`config.mk`:
```
export PLATFORM = sky130hd
export DESIGN_NAME = game_round_tracker
export DESIGN_NICKNAME = d
export VERILOG_FILES = /design/src/rtl/mastermind_pkg.sv /design/src/rtl/turn_history.sv /design/src/rtl/game_round_tracker.sv
export SDC_FILE = /design/constraint.sdc
export NUM_CORES = 1
export LEC_CHECK = 0
export ABC_CLOCK_PERIOD_IN_PS = 2500
export BUFFER_PORTS_ARGS = -buffer_cell sky130_fd_sc_hd__buf_2
export CELL_PAD_IN_SITES_DETAIL_PLACEMENT = 1
export CELL_PAD_IN_SITES_GLOBAL_PLACEMENT = 1
export CORE_MARGIN = 2
export CORE_UTILIZATION = 49
export CTS_BUF_LIST = sky130_fd_sc_hd__clkbuf_8
export DETAILED_ROUTE_END_ITERATION = 10
export GPL_TIMING_DRIVEN = 1
export PLACE_DENSITY = 0.91
export SETUP_SLACK_MARGIN = 0.15
export SYNTH_ARGS = -nofsm -noshare
export SYNTH_HDL_FRONTEND = slang
export SYNTH_HIERARCHICAL = 1
export SYNTH_SLANG_ARGS = --single-unit
```
`constraint.sdc`:
```
create_clock -name clock -period 2.5 [get_ports clock]
set_input_delay 0.5 -clock clock [delete_from_list [all_inputs] [get_ports clock]]
set_output_delay 0.5 -clock clock [all_outputs]
set_load 0.01 [all_outputs]
```
`src/rtl/mastermind_pkg.sv`:
```
// Shared constants and game-state encoding for the mastermind round tracker.
package mastermind_pkg;

    localparam int unsigned DEF_PEG_W     = 3;
    localparam int unsigned DEF_CODE_LEN  = 4;
    localparam int unsigned DEF_MAX_TURNS = 8;
    localparam int unsigned IDX_W         = 4;
    localparam int unsigned DEF_ENTRY_W   = DEF_PEG_W * DEF_CODE_LEN + 2 * DEF_PEG_W;

    typedef enum logic [1:0] {
        ST_PLAYING = 2'd0,
        ST_WON     = 2'd1,
        ST_LOST    = 2'd2
    } game_state_e;

endpackage

```
`src/rtl/turn_history.sv`:
```
// Per-turn history register file: one write port, one combinational read port.
module turn_history
    import mastermind_pkg::*;
#(
    parameter int unsigned DEPTH   = DEF_MAX_TURNS,
    parameter int unsigned ENTRY_W = DEF_ENTRY_W
) (
    input  logic               clock,
    input  logic               resetn,
    input  logic               wr_en,
    input  logic [IDX_W-1:0]   wr_idx,
    input  logic [ENTRY_W-1:0] wr_data,
    input  logic [IDX_W-1:0]   rd_idx,
    output logic [ENTRY_W-1:0] rd_data
);

    logic [ENTRY_W-1:0] mem_q [DEPTH];
    logic [ENTRY_W-1:0] mem_d [DEPTH];

    always_comb begin
        for (int i = 0; i < int'(DEPTH); i++) begin
            mem_d[i] = mem_q[i];
            if (wr_en && (wr_idx == IDX_W'(i))) begin
                mem_d[i] = wr_data;
            end
        end
    end

    always_ff @(posedge clock or negedge resetn) begin
        if (!resetn) begin
            for (int i = 0; i < int'(DEPTH); i++) begin
                mem_q[i] <= '0;
            end
        end else begin
            for (int i = 0; i < int'(DEPTH); i++) begin
                mem_q[i] <= mem_d[i];
            end
        end
    end

    // Out-of-range indices fall through to zero.
    always_comb begin
        rd_data = '0;
        for (int i = 0; i < int'(DEPTH); i++) begin
            if (rd_idx == IDX_W'(i)) begin
                rd_data = mem_q[i];
            end
        end
    end

endmodule

```
`src/rtl/game_round_tracker.sv`:
```
// Game status FSM, turn counter and score checking over a per-turn history.
module game_round_tracker
    import mastermind_pkg::*;
#(
    parameter int unsigned MAX_TURNS = DEF_MAX_TURNS,
    parameter int unsigned PEG_W     = DEF_PEG_W,
    parameter int unsigned CODE_LEN  = DEF_CODE_LEN
) (
    input  logic                      clock,
    input  logic                      resetn,
    input  logic                      new_game,
    input  logic                      result_valid,
    input  logic [PEG_W-1:0]          red,
    input  logic [PEG_W-1:0]          white,
    input  logic [PEG_W*CODE_LEN-1:0] guess,
    input  logic [IDX_W-1:0]          rd_idx,
    output logic [PEG_W*CODE_LEN-1:0] rd_guess,
    output logic [PEG_W-1:0]          rd_red,
    output logic [PEG_W-1:0]          rd_white,
    output logic                      rd_valid,
    output logic [IDX_W-1:0]          turn_count,
    output logic                      playing,
    output logic                      won,
    output logic                      lost,
    output logic                      guess_enable,
    output logic                      score_err
);

    localparam int unsigned GUESS_W = PEG_W * CODE_LEN;
    localparam int unsigned ENTRY_W = GUESS_W + 2 * PEG_W;
    localparam int unsigned SUM_W   = PEG_W + 1;

    game_state_e        state_q, state_d;
    logic [IDX_W-1:0]   turn_cnt_q, turn_cnt_d;
    logic               score_err_q, score_err_d;
    logic               wr_en;
    logic [SUM_W-1:0]   red_ext, white_ext, score_sum;
    logic               score_bad;
    logic [ENTRY_W-1:0] rd_data;

    // Sum is one bit wider than a count so it never wraps.
    always_comb begin
        red_ext   = SUM_W'(red);
        white_ext = SUM_W'(white);
        score_sum = red_ext + white_ext;
        score_bad = (red_ext > SUM_W'(CODE_LEN)) || (white_ext > SUM_W'(CODE_LEN))
                  || (score_sum > SUM_W'(CODE_LEN));
    end

    always_comb begin
        state_d     = state_q;
        turn_cnt_d  = turn_cnt_q;
        score_err_d = score_err_q;
        wr_en       = 1'b0;
        if (new_game) begin
            state_d     = ST_PLAYING;
            turn_cnt_d  = '0;
            score_err_d = 1'b0;
        end else if (result_valid && (state_q == ST_PLAYING)) begin
            wr_en      = 1'b1;
            turn_cnt_d = turn_cnt_q + IDX_W'(1);
            if (score_bad) begin
                score_err_d = 1'b1;
            end
            // Win takes priority over running out of turns.
            if (red_ext == SUM_W'(CODE_LEN)) begin
                state_d = ST_WON;
            end else if (turn_cnt_d == IDX_W'(MAX_TURNS)) begin
                state_d = ST_LOST;
            end
        end
    end

    always_ff @(posedge clock or negedge resetn) begin
        if (!resetn) begin
            state_q     <= ST_PLAYING;
            turn_cnt_q  <= '0;
            score_err_q <= 1'b0;
        end else begin
            state_q     <= state_d;
            turn_cnt_q  <= turn_cnt_d;
            score_err_q <= score_err_d;
        end
    end

    turn_history #(
        .DEPTH   (MAX_TURNS),
        .ENTRY_W (ENTRY_W)
    ) u_turn_history (
        .clock   (clock),
        .resetn  (resetn),
        .wr_en   (wr_en),
        .wr_idx  (turn_cnt_q),
        .wr_data ({guess, red, white}),
        .rd_idx  (rd_idx),
        .rd_data (rd_data)
    );

    assign rd_guess     = rd_data[ENTRY_W-1 -: GUESS_W];
    assign rd_red       = rd_data[2*PEG_W-1 -: PEG_W];
    assign rd_white     = rd_data[PEG_W-1:0];
    assign rd_valid     = (rd_idx < turn_cnt_q);
    assign turn_count   = turn_cnt_q;
    assign playing      = (state_q == ST_PLAYING);
    assign won          = (state_q == ST_WON);
    assign lost         = (state_q == ST_LOST);
    assign guess_enable = playing;
    assign score_err    = score_err_q;

endmodule

```
==> flow_summary.ini, run 1 <==
[route]
vias = 5032
routed_wl_mm = 19.7
drtAntennaViolNets = 0
drc_errors = 0
drtPass1Iterations = 4
vias_per_cell = 6.00
drt-initial-drc-count = 244
wl_per_cell_um = 23.5

[floorplan]
die_y_um = 126
fp.dieW_um = 126
io_pins = 54
core-area_sq_um = 14600
dieArea_sq_um = 16000
rows = 44
initial_core_util_pct = 50.4

[synth]
synth.avg_cell_area_sq_um = 12.8
yosysWarnings = 6
async_flop_share_pct = 100
synth_flop_cell = dfrtp_1
ys_types = 47
yosysSeqAreaShare_pct = 51.4
ys_ff_latch = 151
syn_inst = 574
syn_nets = 608
syn_area_sq_um = 7350
synth_edf_count = 0

[worst_setup_path]
startpoint_type = flop
crit_chain = mux4_2, a21oi_1, o22ai_1, buf_2
crit_buf_inv = 1
max_stage_delay_ns = 0.48
crit_type = flop to primary output
cp-end-kind = primary output
cp_max_fo = 2
cp.required_ns = 2.00
worst_ep_arrival_time_ns = 1.84
slowest_stage = mux4_2
path_delay_family = multiplexers

[timing]
final.setup.tns_ns = 0
finalCriticalPeriod_ns = 2.34
worst_slew_pin_slew_ns = 0.816
final-setup-viol-count = 0
slew_headroom_pct = 45.6
rsz0062_at_grt = true
fin_crit_sh_pct = 93.6
slew_violations = 0
finClkSkew_ns = 0.0142
finalHoldViolCount = 0
max_freq_mhz = 427

[finish]
fin_area_sq_um = 8460
nFillCells = 1446
nNetsFinal = 675
area_growth_pct = 15.2
drive_above_1_share_pct = 44.0

[placement]
dp.final_hpwl_mm = 12.5
routabilityCongestion = 0.809
port_buffers = 53
dpl-instance-area_sq_um = 7940

[pwr]
powerDensity_nw_per_um2 = 719
clkPwrFrac_pct = 30.7
switching_share_pct = 27.2
p_comb_share_pct = 17.9
p_leak_nw = 4.04
seqPwrFrac_pct = 51.4
internal_power_mw = 4.43
ir_worst_vdd_v = 0.000434
p_sw_mw = 1.65

[grt]
grt_max_degree = 152
grt_first_pass_wirelength_mm = 30.8
grt-ovfl-total = 0
grt_pass1_vias = 5688
grtUsageTotal_pct = 25.3
antenna_found_initial = 0

[clock_network]
cts_buffer_depth = 2
numCtsBuffers = 17
cts_root_buf = clkbuf_8
cts_max_level = 4
path_clk_slew_ns = 0.08
ctsHoldBuffers = 0
cts_tree = yes
clkLatencyLatePin_ns = 0.46
cts.sink_count = 151

[run_status]
status = completed

[run]
maxCapViolCount = 0

[worst_hold_path]
hp-class = input pin to asynchronous set/reset pin
-- what timing repair did --
| action | in CTS | in global routing |
|---|---|---|
| endpoints found under the setup margin | 12 | 14 |
| cloned | 1 | 0 |
| resized for setup | 10 | 15 |
| setup buffers | 1 | 2 |
| pin swaps | 2 | 4 |
| endpoints found under the hold margin | 0 | 0 |
-- per-stage QoR --
step                      setup WS [ns]  utilization (%)  cells  power [mW]  hold WS, ns
after floorplan                   0.289                -    574        3.79        0.204
after global placement            0.164             54.4    802        4.07        0.481
after detailed placement         0.0976             54.4    802        4.22        0.490
after CTS                         0.118             57.6    836        6.10        0.199
after global routing              0.103             58.0    838        6.36        0.197
final                             0.160             58.0    839        6.08        0.144
-- layout by cell type (no fill, tap or decap), types with 2 or more instances in the layout --
| master | instances |
|---|---|
| a21o_1 | 3 |
| buf_6 | 3 |
| a21oi_1 | 39 |
| o221ai_1 | 4 |
| nand4_1 | 2 |
| a22o_1 | 7 |
| buf_4 | 20 |
| mux2_2 | 146 |
| nor3b_4 | 2 |
| nor2b_1 | 5 |
| buf_2 | 50 |
| nor3b_2 | 2 |
| nand3b_1 | 3 |
| clkinv_2 | 4 |
| nor2b_2 | 3 |
| o22ai_1 | 12 |
| xnor2_1 | 4 |
| or2_2 | 2 |
| bufinv_16 | 2 |
| nand2b_1 | 4 |
| buf_12 | 8 |
| inv_1 | 9 |
| a211oi_2 | 2 |
| nor3_1 | 5 |
| dfrtp_1 | 148 |
| ha_1 | 7 |
| o21ai_0 | 17 |
| mux4_2 | 3 |
| nor2_1 | 26 |
| mux2i_1 | 45 |
| clkbuf_8 | 21 |
| or3_4 | 2 |
| dfrtp_2 | 3 |
| nand3b_2 | 2 |
| clkinvlp_4 | 3 |
| nand2_1 | 11 |
-- power by group through the flow --
stage / sequential (mW) / combinational [mW] / clock, mW
floorplan: 3.07 / 0.726 / 0
global placement: 3.10 / 0.969 / 0
detailed placement: 3.17 / 1.05 / 0
CTS: 3.12 / 1.08 / 1.90
global route: 3.17 / 1.18 / 2.01
finish: 3.12 / 1.09 / 1.87
-- area by class of cell --
| type | instances | area, sq um | area share (%) |
|---|---|---|---|
| sequential | 151 | 3780 | 44.7 |
| multi-input combinational | 380 | 3380 | 40.0 |
| timing repair buffer | 83 | 637 | 7.53 |
| clock buffer | 21 | 289 | 3.42 |
| tap | 184 | 230 | 2.72 |
| clock inverter | 11 | 106 | 1.26 |
| inverter | 8 | 33.8 | 0.399 |
| antenna | 1 | 2.50 | 0.0296 |
-- cells by family after synthesis --
family | after synthesis | synth area share, %
DFF | 151 | 51.4
xor gates and xnor gates | 4 | 0.477
muxes | 194 | 29.4
and+or+nand+nor | 79 | 6.08
adders and majority gates | 8 | 1.46
AOI/OAI and AO/OA | 95 | 7.80
buffers and inverters | 43 | 3.32
-- metal layers --
layer  up-vias  share of wire, %  wire (um)  track usage [%]
met4         0               2.4        467             11.1
met3        42               3.6        718             5.48
li1       2233                 -          -                -
met2       128                53      10500             44.8
met1      2629                41       8030             29.4
met5         -                 0          0                0
-- worst paths after layout --
| check | slack [ns] | startpoint | to | cells past startpoint |
|---|---|---|---|---|
| setup / recovery | 0.16 | u_turn_history/mem_q[79] | rd_guess[1] | 4 |
| hold / removal | 0.14 | resetn | u_turn_history/mem_q[52] | 2 |
| setup reg to reg | 0.36 | state_q[1] | u_turn_history/mem_q[32] | 6 |
| hold reg to reg | 0.51 | u_turn_history/mem_q[71] | u_turn_history/mem_q[71] | 1 |
| max in group asynchronous | 1.70 | resetn | turn_count[0] | 2 |
| min in group clock | 0.31 | new_game | turn_count[3] | 2 |
-- cells in the mapped netlist (all sizes together), types with 2 or more instances --
cell type / n / area [sq um]
or2: 2 / 12.5
inv: 8 / 30.0
o22ai: 12 / 75.1
nor3: 6 / 30.0
mux4: 3 / 67.6
mux2: 146 / 1640
nor3b: 4 / 52.6
nand4: 2 / 12.5
o221ai: 5 / 43.8
a21o: 3 / 22.5
a21oi: 40 / 200
nand3b: 5 / 45.0
a211oi: 3 / 22.5
mux2i: 45 / 450
nand2b: 4 / 25.0
dfrtp: 151 / 3780
ha: 7 / 87.6
xnor2: 4 / 35.0
o21ai: 18 / 90.1
buf: 26 / 180
a22o: 7 / 61.3
nor2b: 8 / 50.1
nand2: 12 / 47.6
or3: 3 / 18.8
clkbuf: 9 / 33.8
nor2: 27 / 104
-- state kept, by name, indices dropped and copies added, names as in the netlist --
name and cells:
u_turn_history/mem_q 144, turn_count 4, state_q 2, score_err 1
No activity file was read; power rests on OpenSTA's default activity.
==> run 2, diff against run 1 <==
--- a/config.mk
+++ b/config.mk
@@ -5,7 +5,7 @@
 export SDC_FILE = /design/constraint.sdc
 export NUM_CORES = 1
 export LEC_CHECK = 0
-export ABC_CLOCK_PERIOD_IN_PS = 2500
+export ABC_CLOCK_PERIOD_IN_PS = 2650
 export BUFFER_PORTS_ARGS = -buffer_cell sky130_fd_sc_hd__buf_2
 export CELL_PAD_IN_SITES_DETAIL_PLACEMENT = 1
 export CELL_PAD_IN_SITES_GLOBAL_PLACEMENT = 1
@@ -15,8 +15,9 @@
 export DETAILED_ROUTE_END_ITERATION = 10
 export GPL_TIMING_DRIVEN = 1
 export PLACE_DENSITY = 0.91
-export SETUP_SLACK_MARGIN = 0.15
+export SETUP_SLACK_MARGIN = 0.02
 export SYNTH_ARGS = -nofsm -noshare
 export SYNTH_HDL_FRONTEND = slang
 export SYNTH_HIERARCHICAL = 1
 export SYNTH_SLANG_ARGS = --single-unit
+export TNS_END_PERCENT = 10
==> constraint.sdc (replaced) <==
create_clock -name clock -period 2.65 [get_ports clock]
set_input_delay 0.53 -clock clock [delete_from_list [all_inputs] [get_ports clock]]
set_output_delay 0.53 -clock clock [all_outputs]
set_load 0.01 [all_outputs]
==> run 2 against run 1 <==
  * Core utilization shrank 0.90 points
  * Wire length grew 0.96%
  * Clock-buffer cell count shrank 2
  * Sequential power shrank 5%
  * Combinational power shrank 8%
  * Critical path depth grew 1
  * Setup slack lost 0.054 ns
  * Critical endpoint is now rd_red[0]
==> flow_summary.ini, run 2 (same netlist as run 1, synthesis figures left out) <==
[run_status]
status = completed

[worst_setup_path]
crit_type = input pin to primary output
reg2reg_to = u_turn_history/mem_q[32]
cp.required_ns = 2.12
worst_ep_arrival_time_ns = 2.01
cp-end-kind = primary output
worst-r2r-cell-count = 6
regToRegSetupSlack_ns = 0.37
startpoint_type = input pin
path_depth = 5
crit_chain = buf_2, nand2b_1, a2111oi_1, o22ai_1, buf_2
path_delay_family = compound AO/OA/AOI/OAI gates
slowest_stage = a2111oi_1
max_stage_delay_ns = 0.52
r2r-start = state_q[0]
path_common_cell = buf_2
crit_buf_inv = 2
cp_max_fo = 19

[clock_network]
cts_root_buf = clkbuf_8
cts_buffer_depth = 2
numCtsBuffers = 17
cts.sink_count = 151
cts_tree = yes
cts_max_level = 4
ctsHoldBuffers = 0
clkLatencyLatePin_ns = 0.46
cts_setup_buffers = 0
path_clk_slew_ns = 0.07

[timing]
max_freq_mhz = 393
final-setup-viol-count = 0
fin_crit_sh_pct = 96.0
rsz0062_at_grt = false
finalHoldViolCount = 0
final.setup.tns_ns = 0
slew_violations = 0
finClkSkew_ns = 0.00956
finalCriticalPeriod_ns = 2.54
whs_ns = 0.0411
timing.final.ws_setup_ns = 0.106
slew_headroom_pct = 58.8
worst_slew_pin_slew_ns = 0.615

[finish]
layout_commonest_cell = dfrtp_1
drive_above_1_share_pct = 41.3
fin_cells = 832
final_cell_mix = dfrtp_1 (150), mux2_2 (146), buf_2 (52), mux2i_1 (45), a21oi_1 (39)
largest-register = u_turn_history/mem_q
area_growth_pct = 13.4
nNetsFinal = 669
largest_reg_flops = 144

[floorplan]
fp.dieW_um = 126
rows = 44
initial_core_util_pct = 50.4
core-area_sq_um = 14600
io_pins = 54
die_y_um = 126
dieArea_sq_um = 16000

[route]
drtPass1Iterations = 4
drtAntennaViolNets = 0
drt-initial-drc-count = 242
wl_per_cell_um = 23.9
vias_per_cell = 6.17
vias = 5135
routed_wl_mm = 19.9
drc_errors = 0

[grt]
busiest_layer = met2
grt_max_degree = 56
use_met2_pct = 46.1
grt_pass1_vias = 5815
grtUsageTotal_pct = 26.0
antenna_found_initial = 0
grt-ovfl-total = 0
grt_use_met1_pct = 31.1
met3_usage_pct = 5.40
grt_first_pass_wirelength_mm = 31.8

[placement]
dp.final_hpwl_mm = 13.1
place_inst = 800
port_buffers = 53
pre_cts_ws_ns = 0.0848
routabilityCongestion = 0.809

[worst_hold_path]
hp-class = input pin to asynchronous set/reset pin

[pwr]
p_leak_nw = 4.01
ir_worst_vdd_v = 0.000388
powerDensity_nw_per_um2 = 703

[run]
maxCapViolCount = 0
==> run 2: worst register-to-register path: cells and delay by family (launching register included) <==
| family | cells | cell delay, ns |
|---|---|---|
| buf+inv | 1 | 0.36 |
| flops | 1 | 0.45 |
| mux | 1 | 0.40 |
| simple gates | 4 | 0.94 |
==> run 2: stage by stage <==
step	instance area, sq um	util (%)	total power, mW
6_report	8330	57.1	5.86
5_1_grt	8330	57.1	6.12
4_1_cts	8320	57.0	5.90
3_5_place_dp	7900	54.2	3.99
3_3_place_gp	7900	54.2	3.85
2_1_floorplan	7350	-	3.58
==> run 2: worst max path at each step <==
stage / slack (ns) / end / start
floorplan: 0.41 / u_turn_history/mem_q[79] / result_valid
global placement: 0.22 / rd_guess[10] / rd_idx[0]
detailed placement: 0.08 / rd_red[0] / rd_idx[2]
CTS: 0.03 / rd_valid / turn_count[1]
global route: 0.03 / rd_white[2] / rd_idx[2]
finish: 0.11 / rd_red[0] / rd_idx[2]
==> run 2: what timing repair did <==
item | in CTS | in global routing
endpoints found under the setup margin | 1 | 2
gates cloned | 0 | 0
resized for setup | 1 | 2
==> run 2: final cells by class <==
type,instances,area [sq um]
fillers,1494,6260
well taps,184,230
clock buffers,19,262
diodes,1,2.50
multi-input cells,380,3340
flip-flops and latches,151,3780
repair buffers,77,527
clock inverters,12,160
inverters,8,30.0
==> run 2: metal layers <==
metal  share of wire [%]  up-vias
met3                 4.2       43
li1                    -     2218
met5                   0        -
met2                  53      156
met4                 2.6        0
met1                  40     2718
==> run 2: power by group <==
part / leakage, nW / internal (mW) / switching (mW)
sequential: 1.99 / 2.71 / 0.243
combinational: 1.78 / 0.530 / 0.468
clock: 0.229 / 1.06 / 0.856
total: 4.01 / 4.29 / 1.57
